`config.mk`:
```
export PLATFORM = sky130hd
export DESIGN_NAME = display_scan_ctrl
export DESIGN_NICKNAME = d
export VERILOG_FILES = /design/src/rtl/display_pkg.sv /design/src/rtl/hex_to_seg.sv /design/src/rtl/display_scan_ctrl.sv
export SDC_FILE = /design/constraint.sdc
export NUM_CORES = 1
export LEC_CHECK = 0
export CAP_MARGIN = 20
export CELL_PAD_IN_SITES_DETAIL_PLACEMENT = 1
export CELL_PAD_IN_SITES_GLOBAL_PLACEMENT = 1
export CORE_ASPECT_RATIO = 0.9
export CORE_UTILIZATION = 40
export CTS_CLUSTER_DIAMETER = 60
export DETAILED_ROUTE_END_ITERATION = 10
export PLACE_DENSITY = 0.9
export SKIP_LAST_GASP = 1
export SLEW_MARGIN = 20
export SYNTH_ARGS = -nofsm -noshare
export SYNTH_HDL_FRONTEND = slang
export SYNTH_SLANG_ARGS = --single-unit
```
`constraint.sdc`:
```
create_clock -name clk -period 3 [get_ports clk]
set_clock_uncertainty 0.05 [all_clocks]
set_input_delay 0.9 -clock clk [delete_from_list [all_inputs] [get_ports clk]]
set_output_delay 0.9 -clock clk [all_outputs]
set_load 0.005 [all_outputs]
```
`src/rtl/display_pkg.sv`:
```
// Shared constants for the 4-digit multiplexed seven-segment scanner:
// segment bit positions, the hex glyph table and the default slot size.
package display_pkg;

  localparam int DEF_SLOT_LOG2 = 3;

  localparam int SEG_A = 6;
  localparam int SEG_B = 5;
  localparam int SEG_C = 4;
  localparam int SEG_D = 3;
  localparam int SEG_E = 2;
  localparam int SEG_F = 1;
  localparam int SEG_G = 0;

  // Entry n is the {A..G} glyph for nibble n; b and d are lowercase.
  localparam logic [15:0][6:0] HEX_SEG = {
    7'h47, 7'h4F, 7'h3D, 7'h4E,
    7'h1F, 7'h77, 7'h7B, 7'h7F,
    7'h70, 7'h5F, 7'h5B, 7'h33,
    7'h79, 7'h6D, 7'h30, 7'h7E
  };

  function automatic logic [6:0] glyph(input logic [3:0] nib);
    return HEX_SEG[nib];
  endfunction

endpackage

```
`src/rtl/hex_to_seg.sv`:
```
// Combinational nibble to seven-segment glyph decoder, {A..G} active-high.
module hex_to_seg
  import display_pkg::*;
(
  input  logic [3:0] nibble,
  output logic [6:0] segs
);

  assign segs = glyph(nibble);

endmodule

```
`src/rtl/display_scan_ctrl.sv`:
```
// Four-digit multiplexed display scanner with PWM brightness, double-buffered
// value, leading-zero blanking and a frame-end strobe.
module display_scan_ctrl
  import display_pkg::*;
#(
  parameter int SLOT_LOG2 = DEF_SLOT_LOG2
) (
  input  logic                 clk,
  input  logic                 rst,
  input  logic                 tick,
  input  logic [15:0]          data,
  input  logic                 load,
  input  logic [SLOT_LOG2-1:0] brightness,
  input  logic                 blank_lz,
  input  logic [3:0]           dp_mask,
  output logic [3:0]           anodes,
  output logic [7:0]           seg,
  output logic                 frame_done
);

  logic [SLOT_LOG2-1:0] p;
  logic [1:0]           d;
  logic [15:0]          active;
  logic [15:0]          shadow;
  logic                 pending;

  logic       frame_end;
  logic       lit;
  logic       upper_zero;
  logic       blank;
  logic [3:0] nibble;
  logic [6:0] glyph_segs;
  logic [3:0] an_next;
  logic [7:0] seg_next;

  assign frame_end = tick && (d == 2'd0) && (p == '1);
  assign nibble    = active[4*d +: 4];
  assign lit       = (p != '0) && (p <= brightness);

  // Blank only while this digit and everything to its left is zero.
  always_comb begin
    upper_zero = 1'b0;
    case (d)
      2'd3:    upper_zero = (active[15:12] == 4'h0);
      2'd2:    upper_zero = (active[15:8] == 8'h00);
      2'd1:    upper_zero = (active[15:4] == 12'h000);
      default: upper_zero = 1'b0;
    endcase
  end

  assign blank = blank_lz && upper_zero;

  hex_to_seg u_hex (
    .nibble (nibble),
    .segs   (glyph_segs)
  );

  always_comb begin
    an_next  = 4'b0000;
    seg_next = 8'h00;
    if (lit) begin
      an_next  = 4'b0001 << d;
      seg_next = {blank ? 7'h00 : glyph_segs, dp_mask[d]};
    end
  end

  always_ff @(posedge clk) begin
    if (rst) begin
      p          <= '0;
      d          <= 2'd3;
      active     <= 16'h0000;
      shadow     <= 16'h0000;
      pending    <= 1'b0;
      anodes     <= 4'b0000;
      seg        <= 8'h00;
      frame_done <= 1'b0;
    end else begin
      frame_done <= frame_end;
      if (tick) begin
        anodes <= an_next;
        seg    <= seg_next;
        p      <= p + 1'b1;
        if (p == '1) d <= d - 2'd1;
      end
      if (load) shadow <= data;
      // Swap buffers only between frames so a digit never tears mid-scan.
      if (frame_end) begin
        if (load)         active <= data;
        else if (pending) active <= shadow;
        pending <= 1'b0;
      end else if (load) begin
        pending <= 1'b1;
      end
    end
  end

endmodule

```
# After elaboration in Yosys (flattened, before gate mapping)
# Memories as Yosys holds them, arrays and structs flattened.
# Cells that the tools add are included.
classes:
  n_mux: 9
  n_reduce_logical: 13
  n_addsub: 2
  multipliers: 0
  n_div: 0
  bitwise: 0
  shift: 2
  eq_ne: 4
  n_lt_le_gt_ge: 3
ops:
  columns: ["op", "n"]
  rows:
  - ["2-to-1 mux 16 bit", 2]
  - ["indexed part select 16 x 5 -> 4 bit", 1]
  - ["2-to-1 mux 7 bit", 2]
  - ["logical NOT 12 bit", 1]
  - ["logical NOT 8 bit", 1]
  - ["2-to-1 mux 8 bit", 1]
  - ["< comparator 4 x 5 -> 1 bit (second input constant)", 1]
  - ["equality test 2 bit (second input constant)", 2]
  - ["logical AND 1 bit", 4]
  - ["logical NOT 4 bit", 1]
  - ["2-to-1 mux 4 bit", 1]
  - ["AND reduction 2 bit", 2]
  - ["left shift 1 x 2 -> 4 bit (first input constant)", 1]
  - ["adder 3 x 1 -> 3 bit (second input constant)", 1]
  - ["equality test 3 bit (second input constant)", 1]
  - ["less-or-equal comparator 3 bit", 1]
  - ["< comparator 2 x 3 -> 1 bit (second input constant)", 1]
  - ["one-hot mux 1 bit (3 select lines)", 1]
  - ["nonzero test 3 bit", 1]
  - ["binary-select mux 1 bit (select 2 bit)", 1]
  - ["equality test 2 x 1 -> 1 bit (second input constant)", 1]
  - ["logical NOT 2 bit", 1]
  - ["nonzero test 2 bit", 1]
  - ["OR reduction 2 bit", 1]
  - ["other kinds (2)", 2]
word_totals:
  latchBits: 0
  word_cells: 42
  regBits: 51
  rom_bits: 112
  n_memories: 1
  out_inout_bits: 13
  input_bits: 28
  mem_bits_rw: 0
mem_list:
  columns: ["name", "depth", "width", "rd", "rd_clocked_by_memory_dff", "wr", "line_no", "source"]
  rows:
  - ["(no name shown)", 16, 7, 1, 0, 0, "display_pkg.sv:24", "return HEX_SEG[nib];"]

# Logic depth before layout (Yosys ltp)
depth:
  ltp_word: 5
  depth_mapped: 9

# Modules after synthesis
# A second synthesis with hierarchy kept.
unflattened:
  hier_cells: 251
  hier_area_um2: 2467.4
modules_own_cells:
  columns: ["mod", "cells_per_inst", "area_per_inst_um2", "n_inst"]
  rows:
  - ["display_scan_ctrl", 218, 2179.6, 1]
  - ["hex_to_seg", 33, 287.8, 1]

# Worst setup path after synthesis
# Ideal clock, no wire load.
synth_timing:
  path_kind: "in2reg"
  start: "input brightness[1]"
  end: "register seg[3]"
  t_arrival_ps: 2342
  n_path_buf: 0
  path_stages: 6
  slack_ps: 507
  path_cell_list: "inv_1 > ha_1 > a211o_1 > a221oi_4 > o21ai_1 > o41ai_1"
synth_between:
  elab_chain_cells: 3
synth_rtl:
  columns: ["item", "line_no", "source"]
  rows:
  - ["start, declared", "display_scan_ctrl.sv:13", "input logic [SLOT_LOG2-1:0] brightness,"]
  - ["less-or-equal comparator 3 bit", "display_scan_ctrl.sv:38", "assign lit = (p != '0) && (p <= brightness);"]
  - ["logical AND 1 bit", "display_scan_ctrl.sv:38", null]
  - ["2-to-1 mux 8 bit", "display_scan_ctrl.sv:61", "if (lit) begin"]
  - ["end signal, assigned", "display_scan_ctrl.sv:81", "seg <= seg_next;"]
  - ["end, declared", "display_scan_ctrl.sv:17", "output logic [7:0] seg,"]
# No other way between the ends.
# A chain may end at the register's enable or synchronous reset.

# Final worst setup path
layout_timing:
  start: "input brightness[1]"
  end: "register seg[1]"
# Same word-level chain as after synthesis.

==> impl_metrics.py <==
metrics = {
    "clock_network": {
        "clk_latency_ns": 0.31,
        "cts_tree": "done",
        "cts_hold_buf": 0,
        "clock-sinks": 51,
        "cts-htree-levels": 2,
        "cts_buffers": 5,
        "cts_buffer_depth": 2,
        "cts_root_buf": "clkbuf_8",
        "cts_resized": 0,
        "post_cts.repair.setup_buffers": 0,
        "cts.clk_slew.worst_paths_ns": 0.09,
    },
    "synthesis": {
        "ys.flop_type": "dfxtp_1",
        "syn_area_um2": 2510,
        "syn-instance-count": 264,
        "synth-seq-area-share_pct": 40.6,
        "synth.distinct_cells": 38,
        "yosys_warnings": 0,
        "synth_edf_count": 0,
        "ys_async_sr_fraction_pct": 0,
        "synth_seq_cells": 51,
        "avgSynthCellArea_um2": 9.52,
        "syn_nets": 309,
    },
    "floorplanning": {
        "rows": 27,
        "start_util_pct": 41.3,
        "ios": 41,
        "coreArea_um2": 6080,
        "die-area_um2": 6600,
        "die-height_um": 77.2,
        "fp.dieW_um": 85.5,
    },
    "power_and_ir_drop": {
        "powerDensity_nw_per_um2": 408,
        "peakVddDrop_mv": 0.278,
        "leakagePower_nw": 1.22,
    },
    "worst_setup_path": {
        "cp-start-kind": "primary input",
        "cp_max_fo": 4,
        "timing_worst_setup_path_type": "in -> reg",
        "critPathCaptureType": "flop",
        "cp.arrival_ns": 2.81,
        "required_ns": 3.17,
    },
    "sta": {
        "fin_ws_ns": 0.361,
        "setup-tns-final_ns": 0,
        "worst_pin_slew_ns": 0.562,
        "hold_viol": 0,
        "fin_crit_sh_pct": 88.0,
        "rsz0062_at_grt": "false",
        "finalMaxSlewViolations": 0,
        "fmax_mhz": 379,
        "fin_crit_ns": 2.64,
        "relSlewSlack_pct": 61.6,
        "setup_viol": 0,
    },
    "final_layout": {
        "final_cell_mix": "nor2_1, dfxtp_1, clkdlybuf4s50_1, mux2i_1, a211oi_1",
        "nNetsFinal": 350,
        "regArea_um2": 1020,
        "drive_gt1_share_pct": 9.80,
        "diodes": 0,
        "multi_input_area_um2": 1370,
        "syn_to_final_growth_pct": 23.1,
        "finalNonFillerCells": 378,
        "n_fill_cell": 698,
    },
    "global_routing": {
        "first_global_vias": 2048,
        "antenna_found_initial": 0,
        "grt_pass1_wl_mm": 9.86,
        "grt_max_degree": 33,
        "grt_usage_pct": 18.9,
        "overflow": 0,
    },
    "drt": {
        "drtPass1Iterations": 4,
        "drc": 0,
        "vias_per_cell": 5.48,
        "wl_mm": 5.90,
        "dr_total_vias": 2070,
        "wl_per_cell_um": 15.6,
        "ant_nets": 0,
        "drt_iter0_markers": 104,
    },
    "place": {
        "post-dp-hpwl_mm": 4.50,
        "dp_slack_ns": 0.0303,
        "gp_congestion": 0.757,
        "placed_cells": 370,
        "portBuffers": 40,
    },
    "status": {
        "status": "complete, no violations",
    },
    "flow_run": {
        "max-cap-violations": 0,
    },
    "min_path": {
        "hold_class": "reg -> reg",
    },
}
==> registers in the layout, summed over array words and instances, names as in the netlist <==
signal,count
d,2
shadow,16
active,16
pending,1
frame_done,1
seg,8
p,3
anodes,4
==> critical path: stages <==
cell             delay [ns]
clkdlybuf4s50_1        0.46
inv_1                  0.05
ha_1                   0.31
a211o_1                0.30
a221oi_4               0.23
o21ai_1                0.15
buf_4                  0.18
o31ai_1                0.23
==> synthesized netlist by cell type, types with 2 or more instances <==
| cell type | number | area, µm² |
|---|---|---|
| dfxtp_1 | 51 | 1020 |
| xnor2_1 | 3 | 26.3 |
| buf_1 | 2 | 7.51 |
| a22oi_1 | 7 | 52.6 |
| nor2b_1 | 2 | 12.5 |
| nand2_1 | 9 | 33.8 |
| o211ai_1 | 3 | 22.5 |
| mux4_2 | 5 | 113 |
| a21oi_1 | 2 | 10.0 |
| o21ai_0 | 3 | 15.0 |
| a31oi_1 | 2 | 12.5 |
| o2111ai_1 | 2 | 17.5 |
| nand3_1 | 6 | 30.0 |
| o31ai_1 | 5 | 37.5 |
| buf_2 | 4 | 20.0 |
| ha_1 | 17 | 213 |
| nor2_1 | 52 | 195 |
| nor3b_1 | 3 | 22.5 |
| a211oi_1 | 19 | 143 |
| nor4_1 | 5 | 31.3 |
| nor4bb_1 | 2 | 20.0 |
| mux2i_1 | 19 | 190 |
| clkbuf_1 | 8 | 30.0 |
| inv_1 | 15 | 56.3 |
| mux2_2 | 5 | 56.3 |
==> cell type report <==
type	instances	share of cell area [%]
clock buffer	5	2.23
sequential	51	33.0
tap	72	2.91
inverter	15	1.82
multi-input combinational	183	44.3
timing repair buffer	49	15.1
clock inverter	3	0.607
==> through the flow <==
step	total power, mW	utilization, %	hold WS, ns	instance area, µm²
4_1_cts	1.27	50.8	0.446	3090
5_1_grt	1.32	50.8	0.469	3090
3_3_place_gp	0.862	49.4	0.410	3000
3_5_place_dp	0.870	49.4	0.432	3000
6_report	1.26	50.8	0.441	3090
2_1_floorplan	0.797	-	0.406	2510
==> cell families (layout without fill, tap and decap cells) <==
kind of cell	count (synthesis)	count (layout)	synth area share, %
xor gates and xnor gates	4	4	1.39
adders and majority gates	17	17	8.47
muxes	29	29	14.3
buffers and inverters	30	72	4.98
DFF	51	51	40.6
AOI/OAI and AO/OA	48	48	14.6
and+or+nand+nor	85	85	15.6
==> path summary, 6_finish.rpt <==
path	start	endpoint	slack, ns	depth (start not counted)
worst min-delay path	seg[2]	seg[2]	0.44	2
worst max register to register	d[0]	seg[7]	0.70	8
worst max-delay path	brightness[1]	seg[1]	0.36	8
worst min register to register	seg[2]	seg[2]	0.44	2
==> routing by layer <==
layer	vias to the layer above	share of wire, %	GRT usage [%]
met3	7	2.6	3.98
met5	-	0	0
met1	1009	48	24.6
met4	0	1.3	5.17
li1	1020	-	-
met2	34	48	31.4
==> power breakdown <==
part / internal (mW) / switching [mW]
logic: 0.0787 / 0.0664
clock network: 0.165 / 0.241
registers: 0.699 / 0.0101
total: 0.942 / 0.318
Note: power is estimated with default switching activity, not from simulation.
